--- src/rtl/hdp_pkg.sv ---
// Shared HDP receiver definitions: default frame timing, FSM states and
// the widths used to compute the expected valid/update strobes.
package hdp_pkg;

  localparam int unsigned DEF_PACKETS_PER_LINE = 40;
  localparam int unsigned DEF_LINE_CLOCKS      = 44;
  localparam int unsigned DEF_LINES            = 1280;
  localparam int unsigned DEF_BACK_PORCH       = 24;
  localparam int unsigned DEF_UPDATE_PACKETS   = 28;

  localparam int unsigned DATA_W      = 32;
  localparam int unsigned PKT_IDX_W   = 6;
  localparam int unsigned LINE_IDX_W  = 11;
  localparam int unsigned FRAME_CNT_W = 16;
  localparam int unsigned ERR_CNT_W   = 8;
  localparam int unsigned POS_W       = 16;  // packet / line position counters
  localparam int unsigned K_W         = 32;  // flattened frame clock for update compare

  typedef enum logic [1:0] {
    IDLE   = 2'd0,
    SEEK   = 2'd1,
    ACTIVE = 2'd2,
    PORCH  = 2'd3
  } hdpState_e;

  // update is expected for the first updatePackets clocks of the frame
  function automatic logic expectUpdate(input logic [POS_W-1:0] line,
                                        input logic [POS_W-1:0] packet,
                                        input int unsigned lineClocks,
                                        input int unsigned updatePackets);
    logic [K_W-1:0] k;
    k = K_W'(line) * K_W'(lineClocks) + K_W'(packet);
    return k < K_W'(updatePackets);
  endfunction

endpackage

--- src/rtl/hdp_timing_counter.sv ---
// Frame position counter: packet (p) and line within a frame, with the
// porch flag while past the last line and a flag on the last porch clock.
module hdp_timing_counter
  import hdp_pkg::*;
#(
  parameter int unsigned LINE_CLOCKS = DEF_LINE_CLOCKS,
  parameter int unsigned LINES       = DEF_LINES,
  parameter int unsigned BACK_PORCH  = DEF_BACK_PORCH
) (
  input  logic             clk,
  input  logic             rst,
  input  logic             clear,
  input  logic             advance,
  output logic [POS_W-1:0] packet,
  output logic [POS_W-1:0] line,
  output logic             porch,
  output logic             frameEnd
);

  logic [POS_W-1:0] nextPacket;
  logic [POS_W-1:0] nextLine;

  // next position; during the porch line==LINES and packet counts porch clocks
  always_comb begin
    nextPacket = packet;
    nextLine   = line;
    if (clear) begin
      nextPacket = '0;
      nextLine   = '0;
    end else if (advance) begin
      if (porch) begin
        if (packet == POS_W'(BACK_PORCH - 1)) begin
          nextPacket = '0;
          nextLine   = '0;
        end else begin
          nextPacket = packet + POS_W'(1);
        end
      end else if (packet == POS_W'(LINE_CLOCKS - 1)) begin
        nextPacket = '0;
        nextLine   = line + POS_W'(1);
      end else begin
        nextPacket = packet + POS_W'(1);
      end
    end
  end

  // position registers and derived flags
  always_ff @(posedge clk) begin
    if (rst) begin
      packet   <= '0;
      line     <= '0;
      porch    <= 1'b0;
      frameEnd <= 1'b0;
    end else begin
      packet   <= nextPacket;
      line     <= nextLine;
      porch    <= (nextLine == POS_W'(LINES));
      frameEnd <= (nextLine == POS_W'(LINES)) && (nextPacket == POS_W'(BACK_PORCH - 1));
    end
  end

endmodule

--- src/rtl/hdp_receiver.sv ---
// HDP panel receiver: locks onto the transmitter frame timing, forwards
// valid packets with their position and flags any timing mismatch.
// Optional per-frame packet sum enabled by HDP_RECEIVER_CHECKSUM_EN.
module hdp_receiver
  import hdp_pkg::*;
#(
  parameter int unsigned PACKETS_PER_LINE = DEF_PACKETS_PER_LINE,
  parameter int unsigned LINE_CLOCKS      = DEF_LINE_CLOCKS,
  parameter int unsigned LINES            = DEF_LINES,
  parameter int unsigned BACK_PORCH       = DEF_BACK_PORCH,
  parameter int unsigned UPDATE_PACKETS   = DEF_UPDATE_PACKETS
) (
  input  logic                   i_clock,
  input  logic                   i_reset,
  input  logic                   i_nReset,
  input  logic [DATA_W-1:0]      i_lcdData,
  input  logic                   i_valid,
  input  logic                   i_update,
  output logic [DATA_W-1:0]      o_pixelData,
  output logic                   o_pixelValid,
  output logic [PKT_IDX_W-1:0]   o_packetIndex,
  output logic [LINE_IDX_W-1:0]  o_lineIndex,
  output logic                   o_frameStart,
  output logic                   o_frameDone,
  output logic                   o_error,
  output logic                   o_locked,
  output logic [FRAME_CNT_W-1:0] o_frameCount,
  output logic [ERR_CNT_W-1:0]   o_errorCount,
  output logic [DATA_W-1:0]      o_checksum
);

  hdpState_e        state;
  logic             prevUpdate;
  logic [POS_W-1:0] packet;
  logic [POS_W-1:0] line;
  logic             porch;
  logic             frameEnd;

  logic expValid;
  logic expUpdate;
  logic mismatch;
  logic tracking;
  logic frameDetect;
  logic advance;
  logic accept;
  logic firstPacket;
  logic lastActive;
  logic frameDone;

  hdp_timing_counter #(
    .LINE_CLOCKS(LINE_CLOCKS),
    .LINES      (LINES),
    .BACK_PORCH (BACK_PORCH)
  ) u_timing (
    .clk     (i_clock),
    .rst     (i_reset),
    .clear   (!advance),
    .advance (advance),
    .packet  (packet),
    .line    (line),
    .porch   (porch),
    .frameEnd(frameEnd)
  );

  // expected strobes at the current frame clock and the resulting decisions
  always_comb begin
    expValid    = !porch && (packet < POS_W'(PACKETS_PER_LINE));
    expUpdate   = expectUpdate(line, packet, LINE_CLOCKS, UPDATE_PACKETS);
    mismatch    = (i_valid != expValid) || (i_update != expUpdate);
    tracking    = i_nReset && ((state == ACTIVE) || (state == PORCH));
    frameDetect = i_nReset && (state == SEEK) && i_update && i_valid && !prevUpdate;
    advance     = frameDetect || (tracking && !mismatch);
    accept      = advance && expValid;
    firstPacket = (packet == '0) && (line == '0);
    lastActive  = (line == POS_W'(LINES - 1)) && (packet == POS_W'(LINE_CLOCKS - 1));
    frameDone   = tracking && !mismatch && (state == PORCH) && frameEnd;
  end

  // previous update sample for rising-edge frame detection
  always_ff @(posedge i_clock) begin
    if (i_reset) prevUpdate <= 1'b0;
    else         prevUpdate <= i_update;
  end

  // receiver FSM with registered outputs
  always_ff @(posedge i_clock) begin
    if (i_reset) begin
      state         <= IDLE;
      o_pixelData   <= '0;
      o_pixelValid  <= 1'b0;
      o_packetIndex <= '0;
      o_lineIndex   <= '0;
      o_frameStart  <= 1'b0;
      o_frameDone   <= 1'b0;
      o_error       <= 1'b0;
      o_locked      <= 1'b0;
      o_frameCount  <= '0;
      o_errorCount  <= '0;
    end else if (!i_nReset) begin
      state        <= IDLE;
      o_pixelValid <= 1'b0;
      o_frameStart <= 1'b0;
      o_frameDone  <= 1'b0;
      o_error      <= 1'b0;
      o_locked     <= 1'b0;
    end else begin
      o_pixelValid <= 1'b0;
      o_frameStart <= 1'b0;
      o_frameDone  <= 1'b0;
      o_error      <= 1'b0;

      if (accept) begin
        o_pixelValid  <= 1'b1;
        o_pixelData   <= i_lcdData;
        o_packetIndex <= PKT_IDX_W'(packet);
        o_lineIndex   <= LINE_IDX_W'(line);
        o_frameStart  <= firstPacket;
      end

      if (tracking && mismatch) begin
        state    <= SEEK;
        o_error  <= 1'b1;
        o_locked <= 1'b0;
        if (o_errorCount != '1) o_errorCount <= o_errorCount + ERR_CNT_W'(1);
      end else begin
        case (state)
          IDLE:   state <= SEEK;
          SEEK:   if (frameDetect) state <= ACTIVE;
          ACTIVE: if (lastActive) state <= PORCH;
          PORCH: begin
            if (frameDone) begin
              state        <= ACTIVE;
              o_frameDone  <= 1'b1;
              o_locked     <= 1'b1;
              o_frameCount <= o_frameCount + FRAME_CNT_W'(1);
            end
          end
          default: state <= IDLE;
        endcase
      end
    end
  end

`ifdef HDP_RECEIVER_CHECKSUM_EN
  logic [DATA_W-1:0] checksumAcc;

  // per-frame sum of accepted packets, published at frame done
  always_ff @(posedge i_clock) begin
    if (i_reset) begin
      checksumAcc <= '0;
      o_checksum  <= '0;
    end else begin
      if (accept) checksumAcc <= (firstPacket ? '0 : checksumAcc) + i_lcdData;
      if (frameDone) o_checksum <= checksumAcc;
    end
  end
`else
  assign o_checksum = '0;
`endif

endmodule

--- config.mk ---
export PLATFORM = sky130hd
export DESIGN_NAME = hdp_receiver
export DESIGN_NICKNAME = d
export VERILOG_FILES = /design/src/rtl/hdp_pkg.sv /design/src/rtl/hdp_timing_counter.sv /design/src/rtl/hdp_receiver.sv
export SDC_FILE = /design/constraint.sdc
export NUM_CORES = 1
export LEC_CHECK = 0
export CAP_MARGIN = 40
export CORE_MARGIN = 1
export CORE_UTILIZATION = 58
export DETAILED_ROUTE_END_ITERATION = 8
export PLACE_DENSITY = 0.87
export SETUP_SLACK_MARGIN = 0.02
export SYNTH_ARGS = -nofsm -noshare
export SYNTH_HDL_FRONTEND = slang
export SYNTH_SLANG_ARGS = --single-unit
--- constraint.sdc ---
create_clock -name i_clock -period 9.9 [get_ports i_clock]
set_clock_uncertainty 0.05 [all_clocks]
set_input_delay 1.485 -clock i_clock [delete_from_list [all_inputs] [get_ports i_clock]]
set_output_delay 1.485 -clock i_clock [all_outputs]
set_load 0.01 [all_outputs]
==> flow_metrics.tcl <==
set metrics [dict create \
    final_common_cell "dfxtp_1" \
    core_area_mm2 0.0133 \
    grt_start_max_net_pins 63 \
    final_nets 1195 \
    rsz0062_at_grt "no" \
    cts_hold_buf 0 \
    grt_use_total 0.289 \
    cts_root_buf "clkbuf_16" \
    pre_cts_ws_ns 2.75 \
    synth_async_sr_flop_share 0 \
    die_w_um 119 \
    finalCriticalPeriod_ns 7.31 \
    dr.first_iter.drc_count 549 \
    htree_levels 4 \
    drt-vias-per-instance 5.98 \
    insertion_delay_ns 0.42 \
    cts-resized-gates 0 \
    syn_area_per_cell_um2 7.97 \
    drc 0 \
    globalplace.congestion 0.942 \
    start_kind "flop" \
    hpwl_mm 14.5 \
    post_cts_buffers 0 \
    required_ns 10.16 \
    cts_inserted_buffers 17 \
    synth-edff-count 0 \
    endpoint_kind "flop" \
    fillers 983 \
    worst-path-max-fanout 32 \
    finalSetupViolCount 0 \
    cts_tree "yes" \
    first_global_vias 7109 \
    total_power_mw 1.12 \
    antenna_cells 0 \
    tns_ns 0 \
    startpoint "u_timing.line[3]" \
    wl_mm 20.7 \
    yosysWarnings 0 \
    synthCells 1003 \
    cts.sink_count 115 \
    synth_seq_cells 115 \
    arrival_ns 7.57 \
    grt_overflow_total 0 \
    utilization 0.725 \
    netlist_area_mm2 0.00799 \
    layout_setup_ws_ns 2.59 \
    power_density_mw_per_mm2 115 \
    final_cell_mix "115 x dfxtp_1, 113 x clkdlybuf4s50_1, 85 x nand2_1" \
    cts_buffer_depth 2 \
    tightestPinTransition_ns 0.942 \
    leakagePower_nw 3.81 \
    portBuffers 114 \
    grt_antenna_before_repair 0 \
    rows 42 \
    hold_viol 0 \
    grt_pass1_wl_mm 33.2 \
    synthDistinctLibCells 69 \
    ioPinCount 147 \
    seq_area_frac_synth 0.288 \
    status "finished, final reports clean" \
    rrSetupSlack_ns 2.59 \
    critPathKind "flop to flop" \
    initial_core_util 0.599 \
    drive_gt1_frac 0.0827 \
    die_h_um 119 \
    finalCritPeriodShare 0.738 \
    routedWlPerCell_um 16.2 \
    cts.clk_slew.worst_paths_ns 0.06 \
    firstDrtPassIters 5 \
    vias 7638 \
    hp-class "flop to flop" \
    maxCapViolCount 0 \
    fmax_ghz 0.137 \
    hp-start "o_pixelData[27]" \
    synthFlopType "dfxtp_1" \
    area_growth_pct 21.0 \
    die_area_mm2 0.0142 \
    vdd_drop_max_v 0.000139 \
    reg2reg_from "u_timing.line[3]" \
    ant_nets 0 \
    report.final.slew_viol_count 0 \
    maxSlewHeadroom 0.368 \
]
## worst max-delay path: stages, from the launching register on
cell and delay, ns:
dfxtp_1 0.64, ha_1 0.35, fa_1 0.46, ha_1 0.37, a21oi_1 0.26, o21ai_0 0.14
a21oi_1 0.23, nor2_1 0.06, o21a_1 0.17, o21ai_0 0.14, nand2b_1 0.08, a21oi_1 0.17
xnor2_1 0.15, ha_1 0.33, o21a_1 0.17, a21oi_4 0.21, a21oi_2 0.09, a2111oi_4 0.31
nand3_1 0.11, or4b_4 0.55, or4_4 0.55, nor4_1 0.34, a211o_2 0.53, buf_4 0.41
nor3b_1 0.09, a31o_2 0.23
## kinds of logic (layout without fill, tap and decap cells)
family                   after synthesis  in the layout  synth area share
buffers and inverters                168            235            0.0963
other                                  1             32          0.000469
adder cells (fa/ha/maj)               70             70             0.123
multiplexers                          10             10            0.0136
XOR/XNOR                              40             40            0.0438
AND/OR/NAND/NOR                      380            380             0.249
AO/OA/AOI/OAI                        219            219             0.186
flip-flops                           115            115             0.288
## Yosys cell counts, types with 4 or more instances
| master | count | area, um2 |
|---|---|---|
| buf_2 | 12 | 60.1 |
| o21a_1 | 10 | 75.1 |
| nand2b_1 | 4 | 25.0 |
| or2_2 | 9 | 56.3 |
| mux2_2 | 7 | 78.8 |
| xnor2_1 | 27 | 236 |
| or4_1 | 8 | 60.1 |
| nor2_1 | 70 | 263 |
| and3_1 | 12 | 75.1 |
| a21o_1 | 10 | 75.1 |
| or3_1 | 10 | 62.6 |
| a21oi_1 | 50 | 250 |
| nor3_1 | 21 | 105 |
| ha_1 | 56 | 701 |
| nor3b_1 | 24 | 180 |
| nand3_1 | 64 | 320 |
| and2_1 | 4 | 25.0 |
| o41ai_1 | 7 | 61.3 |
| a31o_2 | 23 | 201 |
| nor2b_1 | 11 | 68.8 |
| a211oi_1 | 4 | 30.0 |
| inv_1 | 81 | 304 |
| nand4_1 | 23 | 144 |
| nor4_1 | 18 | 113 |
| nor4b_1 | 5 | 43.8 |
| buf_4 | 33 | 248 |
| o311ai_0 | 7 | 61.3 |
| o31ai_1 | 9 | 67.6 |
| xor2_1 | 13 | 114 |
| o21ai_0 | 54 | 270 |
| a31oi_1 | 8 | 50.1 |
| nand2_1 | 85 | 319 |
| o211ai_1 | 9 | 67.6 |
| clkbuf_1 | 41 | 154 |
| fa_1 | 14 | 280 |
| dfxtp_1 | 115 | 2300 |
## layer usage
layer  part of all wire  routed length (um)  GRT usage  up-vias
li1                   -                   -          -     3686
met1               0.43                8950      0.347     3607
met5                  0                   0          0        -
met2               0.48                9890      0.489      286
met3              0.054                1130     0.0556       59
met4              0.036                 751      0.151        0
## worst paths after layout
check / end / depth (start not counted)
worst min register to register: o_pixelData[27] / 2
worst min-delay path: o_pixelData[27] / 2
worst max-delay path: o_pixelData[0] / 25
worst max register to register: o_pixelData[0] / 25
## where the power goes
part	switching, mW	internal [mW]	leakage (nW)	total (mW)
Clock	0.224	0.383	0.278	0.607
Sequential	0.00109	0.465	0.927	0.466
Combinational	0.0236	0.0187	2.61	0.0423
Total	0.248	0.867	3.81	1.12
## through the flow
step / instance area [um2] / instances / hold WS (ns)
detailed placement: 9080 / 1245 / 0.400
global placement: 9050 / 1244 / 0.392
global route: 9670 / 1277 / 0.429
finish: 9670 / 1277 / 0.404
CTS: 9670 / 1277 / 0.407
floorplan: 8110 / 1034 / 0.430
## registers in the layout, indices dropped and copies added, names as in the netlist, 2 cells and up
signal and count:
o_frameCount 16, u_timing.line 16, u_timing.packet 16, o_pixelData 32, o_errorCount 8, o_lineIndex 11, state 2, o_packetIndex 6
## cell type report
cell class / count / area (um2) / share of cell area
multi-input cells: 751 / 5040 / 0.521
flip-flops and latches: 115 / 2300 / 0.238
repair buffers: 122 / 1220 / 0.126
clock buffers: 20 / 457 / 0.0472
inverters: 81 / 304 / 0.0314
well taps: 176 / 220 / 0.0228
clock inverters: 12 / 131 / 0.0136
Power figures use the tool's default switching activity.
